[config.mk]
export PLATFORM = sky130hd
export DESIGN_NAME = pwm_capture
export DESIGN_NICKNAME = d
export VERILOG_FILES = /design/src/rtl/pwm_capture.sv
export SDC_FILE = /design/constraint.sdc
export NUM_CORES = 1
export LEC_CHECK = 0
export BUFFER_PORTS_ARGS = -buffer_cell sky130_fd_sc_hd__buf_2
export CAP_MARGIN = 15
export CORE_MARGIN = 4
export CORE_UTILIZATION = 50
export DETAILED_ROUTE_END_ITERATION = 8
export GPL_ROUTABILITY_DRIVEN = 0
export PLACE_DENSITY = 0.77
export SYNTH_ARGS = -nofsm -noshare
export SYNTH_HDL_FRONTEND = slang
export SYNTH_SLANG_ARGS = --single-unit
[constraint.sdc]
create_clock -name clk -period 2.85 [get_ports clk]
set_clock_uncertainty 0.05 [all_clocks]
set_input_delay 0.57 -clock clk [delete_from_list [all_inputs] [get_ports clk]]
set_output_delay 0.57 -clock clk [all_outputs]
set_load 0.01 [all_outputs]
[src/rtl/pwm_capture.sv]
// pwm_capture: measures an incoming asynchronous PWM waveform in i_ce sample ticks.
// Reports {period, high} of the last completed period as one 2*ROM_WIDTH word.
// Optional build macro PWM_CAPTURE_GLITCH_FILTER_EN inserts a 3-sample
// majority/hold filter between the synchronizer and the sampled level.
module pwm_capture #(
   parameter int ROM_WIDTH = 8
) (
   input  logic                   clk,
   input  logic                   rst,
   input  logic                   i_ce,
   input  logic                   i_pwm,
   output logic [2*ROM_WIDTH-1:0] o_data,
   output logic                   o_valid,
   output logic                   o_stuck,
   output logic                   o_level
);

   localparam logic [ROM_WIDTH-1:0] CNT_MAX = '1;
   localparam logic [ROM_WIDTH-1:0] CNT_ONE = ROM_WIDTH'(1);

   typedef enum logic {ARM, MEAS} state_t;

   state_t               state;
   logic                 sync_p0;
   logic                 sync_p1;
   logic                 s;
   logic                 samp;
   logic                 rise;
   logic [ROM_WIDTH-1:0] per_cnt;
   logic [ROM_WIDTH-1:0] high_cnt;
   logic [ROM_WIDTH-1:0] per_nxt;

   // Saturating increment: never wraps past the all-ones value.
   function automatic logic [ROM_WIDTH-1:0] sat_inc(input logic [ROM_WIDTH-1:0] v,
                                                    input logic inc);
      if (inc && (v != CNT_MAX))
         return v + CNT_ONE;
      return v;
   endfunction

   // Two-flop synchronizer for the asynchronous PWM input, runs every clk.
   always_ff @(posedge clk or negedge rst) begin
      if (!rst) begin
         sync_p0 <= 1'b0;
         sync_p1 <= 1'b0;
      end else begin
         sync_p0 <= i_pwm;
         sync_p1 <= sync_p0;
      end
   end

`ifdef PWM_CAPTURE_GLITCH_FILTER_EN
   logic [1:0] flt_hist;

   // Keeps the two previous raw samples; the level only moves when three agree.
   always_ff @(posedge clk or negedge rst) begin
      if (!rst)
         flt_hist <= 2'b00;
      else if (i_ce)
         flt_hist <= {flt_hist[0], sync_p1};
   end

   assign samp = ((sync_p1 == flt_hist[0]) && (sync_p1 == flt_hist[1])) ? sync_p1 : s;
`else
   assign samp = sync_p1;
`endif

   // A rising sample: the value being taken is high while the held level is low.
   assign rise    = i_ce & samp & ~s;
   assign per_nxt = sat_inc(per_cnt, 1'b1);
   assign o_level = s;

   // Measurement FSM: arms on the first rising sample, then reports each full period.
   always_ff @(posedge clk or negedge rst) begin
      if (!rst) begin
         state    <= ARM;
         s        <= 1'b0;
         per_cnt  <= '0;
         high_cnt <= '0;
         o_data   <= '0;
         o_valid  <= 1'b0;
         o_stuck  <= 1'b0;
      end else begin
         o_valid <= 1'b0;
         if (i_ce) begin
            s <= samp;
            if (state == ARM) begin
               if (rise) begin
                  per_cnt  <= CNT_ONE;
                  high_cnt <= CNT_ONE;
                  state    <= MEAS;
               end
            end else begin
               if (rise) begin
                  o_data   <= {per_cnt, high_cnt};
                  o_valid  <= 1'b1;
                  o_stuck  <= 1'b0;
                  per_cnt  <= CNT_ONE;
                  high_cnt <= CNT_ONE;
               end else if (per_nxt == CNT_MAX) begin
                  // No rising edge for a full counter range: flag and re-arm.
                  o_stuck  <= 1'b1;
                  per_cnt  <= '0;
                  high_cnt <= '0;
                  state    <= ARM;
               end else begin
                  per_cnt  <= per_nxt;
                  high_cnt <= sat_inc(high_cnt, samp);
               end
            end
         end
      end
   end

endmodule

==> flow_summary.rst, run 1 <==
.. list-table::
   :header-rows: 1

   * - Metric
     - Value
   * - Number of warnings reported in the yosys synthesis log
     - 0
   * - Antenna violations before repair
     - 0
   * - Slew of the pin with the lowest slew margin
     - 0.8009 ns
   * - Data arrival time of the critical path
     - between 2 and 3 ns
   * - Clock sink total
     - 38
   * - # diodes
     - 0
   * - DR DRC count
     - 0
   * - Sequential fraction of the synthesis area
     - 49.16%
   * - Die extent in y
     - roughly 70 µm
   * - Post-route insts no fill
     - about 260
   * - Time the final worst path needs with I/O delays and setup
     - 2.644 ns
   * - Clock buffer depth
     - 2
   * - Final count of hold timing violations
     - 0
   * - Number of DRC markers after the initial detailed-route iteration
     - 101
   * - CTS H-tree lvls
     - 2
   * - Placed Cells
     - 251
   * - Post-Route Setup TNS
     - 0 ns
   * - Required time of the critical path
     - 2.99 ns
   * - I/O pin cnt
     - 23
   * - Number of synthesized flops with an enable pin
     - 0
   * - Maximum net fanout on the critical path
     - 9
   * - Post-synthesis share of cell area spent on full adders, half adders and majority gates
     - between 1 and 1.5%
   * - Vias in the first global route
     - roughly 1400
   * - Ratio of final minimum period to clock period
     - 92.76%
   * - Mapped Nets
     - 190
   * - Main combinational cell family by area after synthesis
     - compound AO/OA/AOI/OAI gates
   * - Xor-xnor portion of the synthesized cell area
     - 0%
   * - Vias after detailed routing
     - 1492
   * - Later-pin clock latency in the skew report
     - ~0.3 ns
   * - Post-layout net count
     - roughly 220
   * - Chip width
     - 70.20 µm
   * - Overall fraction of global-route tracks in use
     - 16.88%
   * - Worst voltage drop across the vdd grid
     - 0.3363 mV
   * - Max-slew violation count
     - 0
   * - Number of cells on the worst reg-to-reg path
     - 6
   * - Vias per cell
     - 5.761
   * - TritonCTS clock tree
     - done
   * - Unique masters post-synth
     - 48
   * - Most common cell after layout, fill and taps aside
     - dfrtp_1
   * - HPWL reported at the end of detailed placement
     - 2635 µm
   * - Worst min-delay path category
     - in2async
   * - Static leakage
     - 1.014 nW
   * - Post-synthesis register bit count
     - 38
   * - Most used cells in the layout excluding fill and tap cells
     - dfrtp_1, buf_2, nand2_1, nor2_1, mux2_2
   * - Reg-to-reg endpoint
     - high_cnt[2]$_DFFE_PN0P_
   * - Number of hold buffers added after cts
     - 0
   * - Post-detailed-route count of antenna-violating nets
     - 0
   * - Result of the run
     - finished, final reports clean
   * - Proportion of synthesized area in mux cells
     - 8.926%
   * - Simple-gate share of the synthesized area
     - 17.53%
   * - Fraction of the mapped netlist area in compound gates
     - around 18%
   * - Cell taking the most area after synthesis
     - dfrtp_1
   * - CORE AREA
     - 3689 µm²
   * - Unrepaired setup endpoints after global routing
     - no
   * - Finished Cell Area
     - 2213 µm²
   * - Area after detailed placement
     - 2076 µm²
   * - Row count
     - 22
   * - Max-cap viol count
     - 0
   * - Initial standard-cell utilization of the core
     - 52.44%
   * - PortBufs
     - 22
   * - Wire length reported by the detailed router
     - between 3000 and 4000 µm
   * - Post-synthesis area per instance
     - 10.51 µm²
   * - Main area contributors after synthesis
     - dfrtp_1, mux2_2, nand2_1
   * - Fillcell total
     - around 310
   * - CP Capture Type
     - flip-flop
   * - Total congestion overflow after global routing
     - 0
   * - Peak Freq
     - 0.3782 GHz
   * - Number of cells produced by synthesis
     - about 180
   * - Final setup violating endpoints
     - 0
   * - Post-CTS setup repair buffer count
     - 0
   * - Flop-to-flop setup slack
     - 0.21 ns
   * - Root buf cell
     - clkbuf_8
   * - Pin count of the biggest net entering global routing
     - 39
   * - Area added between synthesis and finish
     - 14.42%
   * - Post-Synthesis Cell Area
     - 1934 µm²
   * - Slew margin rel.
     - a little under half
   * - Number of iterations in the first detailed-routing pass
     - 4
   * - Total clock buffers created by CTS
     - 5
   * - Cell area power density
     - 846.7 nW/µm²
   * - Layout cell share with drive strength beyond 1
     - 29.38%
   * - Reg-to-Reg Start
     - per_cnt[1]$_DFFE_PN0P_
   * - Prevailing post-synth register cell
     - dfrtp_1
   * - Total power consumption of the routed design
     - between 0.0015 and 0.002 W
   * - Average routed wire per standard cell
     - 14.49 µm
   * - Clock-pin slew of the registers on the worst-case setup and hold paths
     - 0.08 ns
   * - Share of the synthesized area in the top cell type
     - 49.16%
   * - Async set-or-reset flop fraction in the synthesized netlist
     - 100.0%
   * - Crit path launch type
     - flip-flop
   * - Wire length of the first global-routing pass
     - approximately 6600 µm
   * - Die outline area
     - ~4900 µm²
   * - Class of the most critical setup path
     - reg2reg
   * - Number of cells upsized or downsized after cts
     - 0
==> worst max-delay path by stage <==
| stage | cells past startpoint | from | slack [ns] | to |
|---|---|---|---|---|
| 4_1_cts | 6 | per_cnt[1]$_DFFE_PN0P_ | 0.22 | high_cnt[2]$_DFFE_PN0P_ |
| 6_report | 6 | per_cnt[1]$_DFFE_PN0P_ | 0.21 | high_cnt[2]$_DFFE_PN0P_ |
| 2_1_floorplan | 8 | per_cnt[0]$_DFFE_PN0P_ | 0.14 | high_cnt[0]$_DFFE_PN0P_ |
| 5_1_grt | 8 | per_cnt[1]$_DFFE_PN0P_ | 0.10 | high_cnt[0]$_DFFE_PN0P_ |
| 3_3_place_gp | 6 | per_cnt[1]$_DFFE_PN0P_ | 0.29 | high_cnt[0]$_DFFE_PN0P_ |
| 3_5_place_dp | 6 | per_cnt[1]$_DFFE_PN0P_ | 0.23 | high_cnt[2]$_DFFE_PN0P_ |
==> cell families after synthesis <==
logic type,after synthesis
adder cells (fa/ha/maj),2
AND/OR/NAND/NOR,68
multiplexers,15
AO/OA/AOI/OAI,45
buffers and inverters,16
flip-flops,38
==> worst max-delay path, cell delays in order (launching register included) <==
cell and delay (ns):
dfrtp_1 0.45, ha_1 0.22, and4_4 0.17, or4_1 0.49, a311o_1 0.40, o31a_1 0.41
a211o_1 0.34
==> flip-flops by register name (all words and copies together) (netlist names) <==
name and count:
per_cnt 8, o_valid 1, samp 1, o_data 16, o_level 1, high_cnt 8, sync_p0 1, state 1
o_stuck 1
==> through the flow <==
stage                     hold WS, ns  worst slack (ns)  util (%)
after global placement         0.2844            0.2861     56.28
after detailed placement       0.2871            0.2305     56.28
after global routing           0.3207            0.1035     60.01
final                          0.3039            0.2062     60.01
after CTS                      0.3105            0.2175     60.01
after floorplan                0.2244            0.1411         -
==> cells in the mapped netlist, types with 2 or more instances <==
library cell / number
o31a_1: 2
nor2_1: 16
mux2_2: 14
a21oi_1: 5
o21ai_0: 5
a211o_1: 2
o211ai_1: 2
o22a_1: 6
buf_6: 3
nand3_1: 13
o31ai_1: 4
a21o_1: 2
nor3_1: 4
clkbuf_1: 2
nand4b_1: 2
buf_4: 2
a2bb2oi_1: 4
a31oi_1: 3
dfrtp_1: 38
nand2_1: 18
or2_2: 3
nand4_1: 2
ha_1: 2
clkdlybuf4s50_2: 2
inv_1: 5
==> cell type report <==
type	instances	area (µm²)	share of cell area [%]
flip-flops and latches	38	950.9	42.96
repair buffers	30	170.2	7.688
clock buffers	5	68.82	3.109
multi-input cells	130	875.8	39.57
well taps	48	60.06	2.713
inverters	5	18.77	0.8479
clock inverters	3	68.82	3.109
==> report_power, final <==
group / total [W] / switching [W] / internal, W
clock: 0.000549 / 0.000198 / 0.000351
sequential: 0.000785 / 0.000112 / 0.000673
combinational: 0.000540 / 0.000273 / 0.000267
total: 0.00187 / 0.000584 / 0.00129
==> per-layer routing <==
metal	wire, µm	GRT usage [%]	share of wire (%)
met5	0	0	0
met4	81	6.809	2.2
met3	241	4.892	6.4
met2	1590	23.29	42
met1	1839	24.66	49
Note: power is estimated with default switching activity, not from simulation.
==> inputs of run 2 (changes only) <==
- PLACE_DENSITY: 0.77 -> not set
- PLACE_DENSITY_LB_ADDON: not set -> 0.25
- SETUP_SLACK_MARGIN: not set -> 0.4
==> run 2 against run 1 <==
Worst setup slack gained 0.12 ns; via count grew 8.2%; clock power shrank 37%; largest cell class is now multi-input combinational cells; sequential share of layout area shrank 2.7 points; critical path type unchanged; die area is the same; utilization grew 4.6 points; largest power group unchanged.
==> flow_summary.rst, run 2 (synthesized netlist as in run 1, its figures left out) <==
.. list-table::
   :header-rows: 1

   * - Metric
     - Value
   * - Chip width
     - 70.20 µm (unchanged)
   * - # diodes
     - 0 (unchanged)
   * - Power share of the sequential group
     - 45.4% (+3.5 points)
   * - Total clock buffers created by CTS
     - 5 (unchanged)
   * - Clock-pin slew of the registers on the worst-case setup and hold paths
     - 0.07 ns (about the same)
   * - Clock sink total
     - 38 (unchanged)
   * - Max-cap viol count
     - 0 (unchanged)
   * - Clock buffer depth
     - 2 (unchanged)
   * - Class of the most critical setup path
     - reg2reg
   * - Fillcell total
     - 296 (-3.0%)
   * - Capture endpoint of the worst hold path
     - samp$_DFF_PN0_
   * - Root buf cell
     - clkbuf_8
   * - Die outline area
     - 4928 µm² (unchanged)
   * - Data arrival time of the critical path
     - 2.64 ns (-0.14 ns)
   * - DR DRC count
     - 0 (unchanged)
   * - Unrepaired setup endpoints after global routing
     - yes
   * - Flop-to-flop setup slack
     - 0.33 ns (+0.12 ns)
   * - Result of the run
     - finished, final reports clean
   * - Pin count of the biggest net entering global routing
     - 39 (unchanged)
   * - Number of hold buffers added after cts
     - 0 (unchanged)
   * - PortBufs
     - 22 (unchanged)
   * - CTS H-tree lvls
     - 2 (unchanged)
   * - Peak Freq
     - 0.3965 GHz (+4.8%)
   * - Reg-to-reg endpoint
     - per_cnt[5]$_DFFE_PN0P_
   * - Cell-internal power
     - 0.001169 W (-9.4%)
   * - TritonCTS clock tree
     - done
   * - Largest reg by FF count
     - o_data
   * - Initial standard-cell utilization of the core
     - 52.44% (unchanged)
   * - CP Capture Type
     - flip-flop
   * - Slew margin rel.
     - 44.29% (-2.3 points)
   * - Max-slew violation count
     - 0 (unchanged)
   * - Total congestion overflow after global routing
     - 0 (unchanged)
   * - Worst hold slack
     - 0.3000 ns (-0.003941 ns)
   * - Vias after detailed routing
     - 1615 (+8.2%)
   * - Worst voltage drop across the vdd grid
     - 0.4344 mV (+29%)
   * - Most common cell after layout, fill and taps aside
     - dfrtp_1
   * - Worst min-delay path category
     - reg2reg
   * - Post-layout net count
     - 227 (+5.1%)
   * - Reg-to-Reg Start
     - per_cnt[1]$_DFFE_PN0P_
   * - Number of cells on the worst reg-to-reg path
     - 8 (+2)
   * - CORE AREA
     - 3689 µm² (unchanged)
   * - I/O pin cnt
     - 23 (unchanged)
   * - Hold-critical path depth
     - 0
   * - Number of flip-flops in the largest register
     - 16 (unchanged)
   * - Row count
     - 22 (unchanged)
   * - HPWL reported at the end of detailed placement
     - 2662 µm (+1.0%)
   * - Antenna violations before repair
     - 0 (unchanged)
   * - Wire length reported by the detailed router
     - 4500 µm (+20%)
   * - Worst hold start
     - sync_p0$_DFF_PN0_
   * - Final count of hold timing violations
     - 0 (unchanged)
   * - Largest regs
     - o_data x16, high_cnt x8, per_cnt x8
   * - Static leakage
     - 1.085 nW (+7.0%)
   * - Vias per cell
     - 5.981 (+3.8%)
   * - Net switching fraction of the power
     - 33.73% (+2.6 points)
   * - Die extent in y
     - 70.20 µm (unchanged)
   * - Required time of the critical path
     - 2.97 ns (-0.02 ns)
   * - Post-detailed-route count of antenna-violating nets
     - 0 (unchanged)
   * - Logic gate share of total power
     - 35.0% (+6.2 points)
   * - Later-pin clock latency in the skew report
     - 0.29 ns (about the same)
   * - Number of iterations in the first detailed-routing pass
     - 4 (unchanged)
   * - Layout cell share with drive strength beyond 1
     - 39.19% (+9.8 points)
   * - Sw power
     - 0.0005950 W (+1.9%)
   * - Cell area power density
     - 740.4 nW/µm² (-13%)
   * - Ratio of final minimum period to clock period
     - 88.49% (-4.3 points)
   * - Number of DRC markers after the initial detailed-route iteration
     - 222 (+120%)
   * - Overall fraction of global-route tracks in use
     - 17.88% (+0.99 points)
   * - Wire length of the first global-routing pass
     - 6989 µm (+5.7%)
   * - Final setup violating endpoints
     - 0 (unchanged)
   * - Average routed wire per standard cell
     - 16.67 µm (+15%)
   * - Time the final worst path needs with I/O delays and setup
     - 2.522 ns (-0.1217 ns)
   * - Slew of the pin with the lowest slew margin
     - 0.8357 ns (+0.03479 ns)
   * - Crit path launch type
     - flip-flop
   * - Maximum net fanout on the critical path
     - 7 (-2)
   * - Vias in the first global route
     - 1534 (+12%)
   * - Share of power burned in the clock network
     - 19.6% (-9.7 points)
   * - Most used cells in the layout excluding fill and tap cells
     - dfrtp_1, buf_2, nand2_1, mux2_2, buf_4
   * - Post-Route Setup TNS
     - 0 ns (unchanged)
   * - Area added between synthesis and finish
     - 23.16%
-- run 2: cell count changes in the layout (fill, tap and decap cells not counted), moves of 3 or more --
cell	change
a21oi_1	-3
a21oi_2	+3
buf_4	+6
clkbuf_1	+3
dfrtp_1	-6
dfrtp_2	+6
nor2_1	-4
-- run 2: worst max path at each step --
stage,startpoint,endpoint,slack [ns],cells after the start
after global routing,per_cnt[1]$_DFFE_PN0P_,per_cnt[5]$_DFFE_PN0P_,0.28,8
after floorplan,per_cnt[0]$_DFFE_PN0P_,high_cnt[0]$_DFFE_PN0P_,0.25,8
after CTS,per_cnt[1]$_DFFE_PN0P_,high_cnt[0]$_DFFE_PN0P_,0.40,6
after global placement,per_cnt[0]$_DFFE_PN0P_,high_cnt[0]$_DFFE_PN0P_,0.27,6
final,per_cnt[1]$_DFFE_PN0P_,per_cnt[5]$_DFFE_PN0P_,0.33,8
after detailed placement,per_cnt[0]$_DFFE_PN0P_,high_cnt[0]$_DFFE_PN0P_,0.23,6
-- run 2: through the flow --
step	setup slack (ns)	cell area (µm²)	total power [W]	std cells	util (%)
floorplan	0.2529	1952	0.001170	184	-
global placement	0.2663	2053	0.001314	246	55.66
detailed placement	0.2273	2053	0.001344	246	55.66
CTS	0.3999	2196	0.001722	260	59.53
global route	0.2845	2382	0.001899	270	64.59
finish	0.3279	2382	0.001764	270	64.59
-- run 2: area by class of cell --
type	count	area (µm²)	area share (%)
clock buffer	8	80.08	3.361
inverter	5	18.77	0.7878
tap	48	60.06	2.521
multi-input combinational	131	982.2	41.23
timing repair buffer	40	282.8	11.87
sequential	38	958.4	40.23
-- run 2: what timing repair did --
action,4_1_cts,5_1_grt
resized for setup,7,15
pin swaps,3,6
gates cloned,1,1
setup endpoints to repair,16,14
setup buffers,5,9
-- run 2: critical path, cell delays in order, from the launching register on --
cell and delay (ns):
dfrtp_2 0.45, ha_4 0.17, and4_4 0.16, or4_1 0.40, a311o_2 0.47, o21ai_4 0.26, buf_12 0.18, a21oi_2 0.04
o22a_1 0.21
-- run 2: power groups by stage --
| stage | Clock [W] | Combinational, W | Sequential, W |
|---|---|---|---|
| after detailed placement | 0 | 0.000525 | 0.000820 |
| after global placement | 0 | 0.000504 | 0.000810 |
| after floorplan | 0 | 0.000346 | 0.000824 |
| after global routing | 0.000394 | 0.000678 | 0.000827 |
| after CTS | 0.000359 | 0.000561 | 0.000803 |
| final | 0.000346 | 0.000617 | 0.000801 |
-- run 2: routing by layer --
layer	vias up	GRT usage [%]	wire length [µm]
li1	757	-	-
met1	794	22.25	1866
met2	56	28.54	2342
met3	8	5.036	212
met4	0	8.511	78
met5	-	0	0
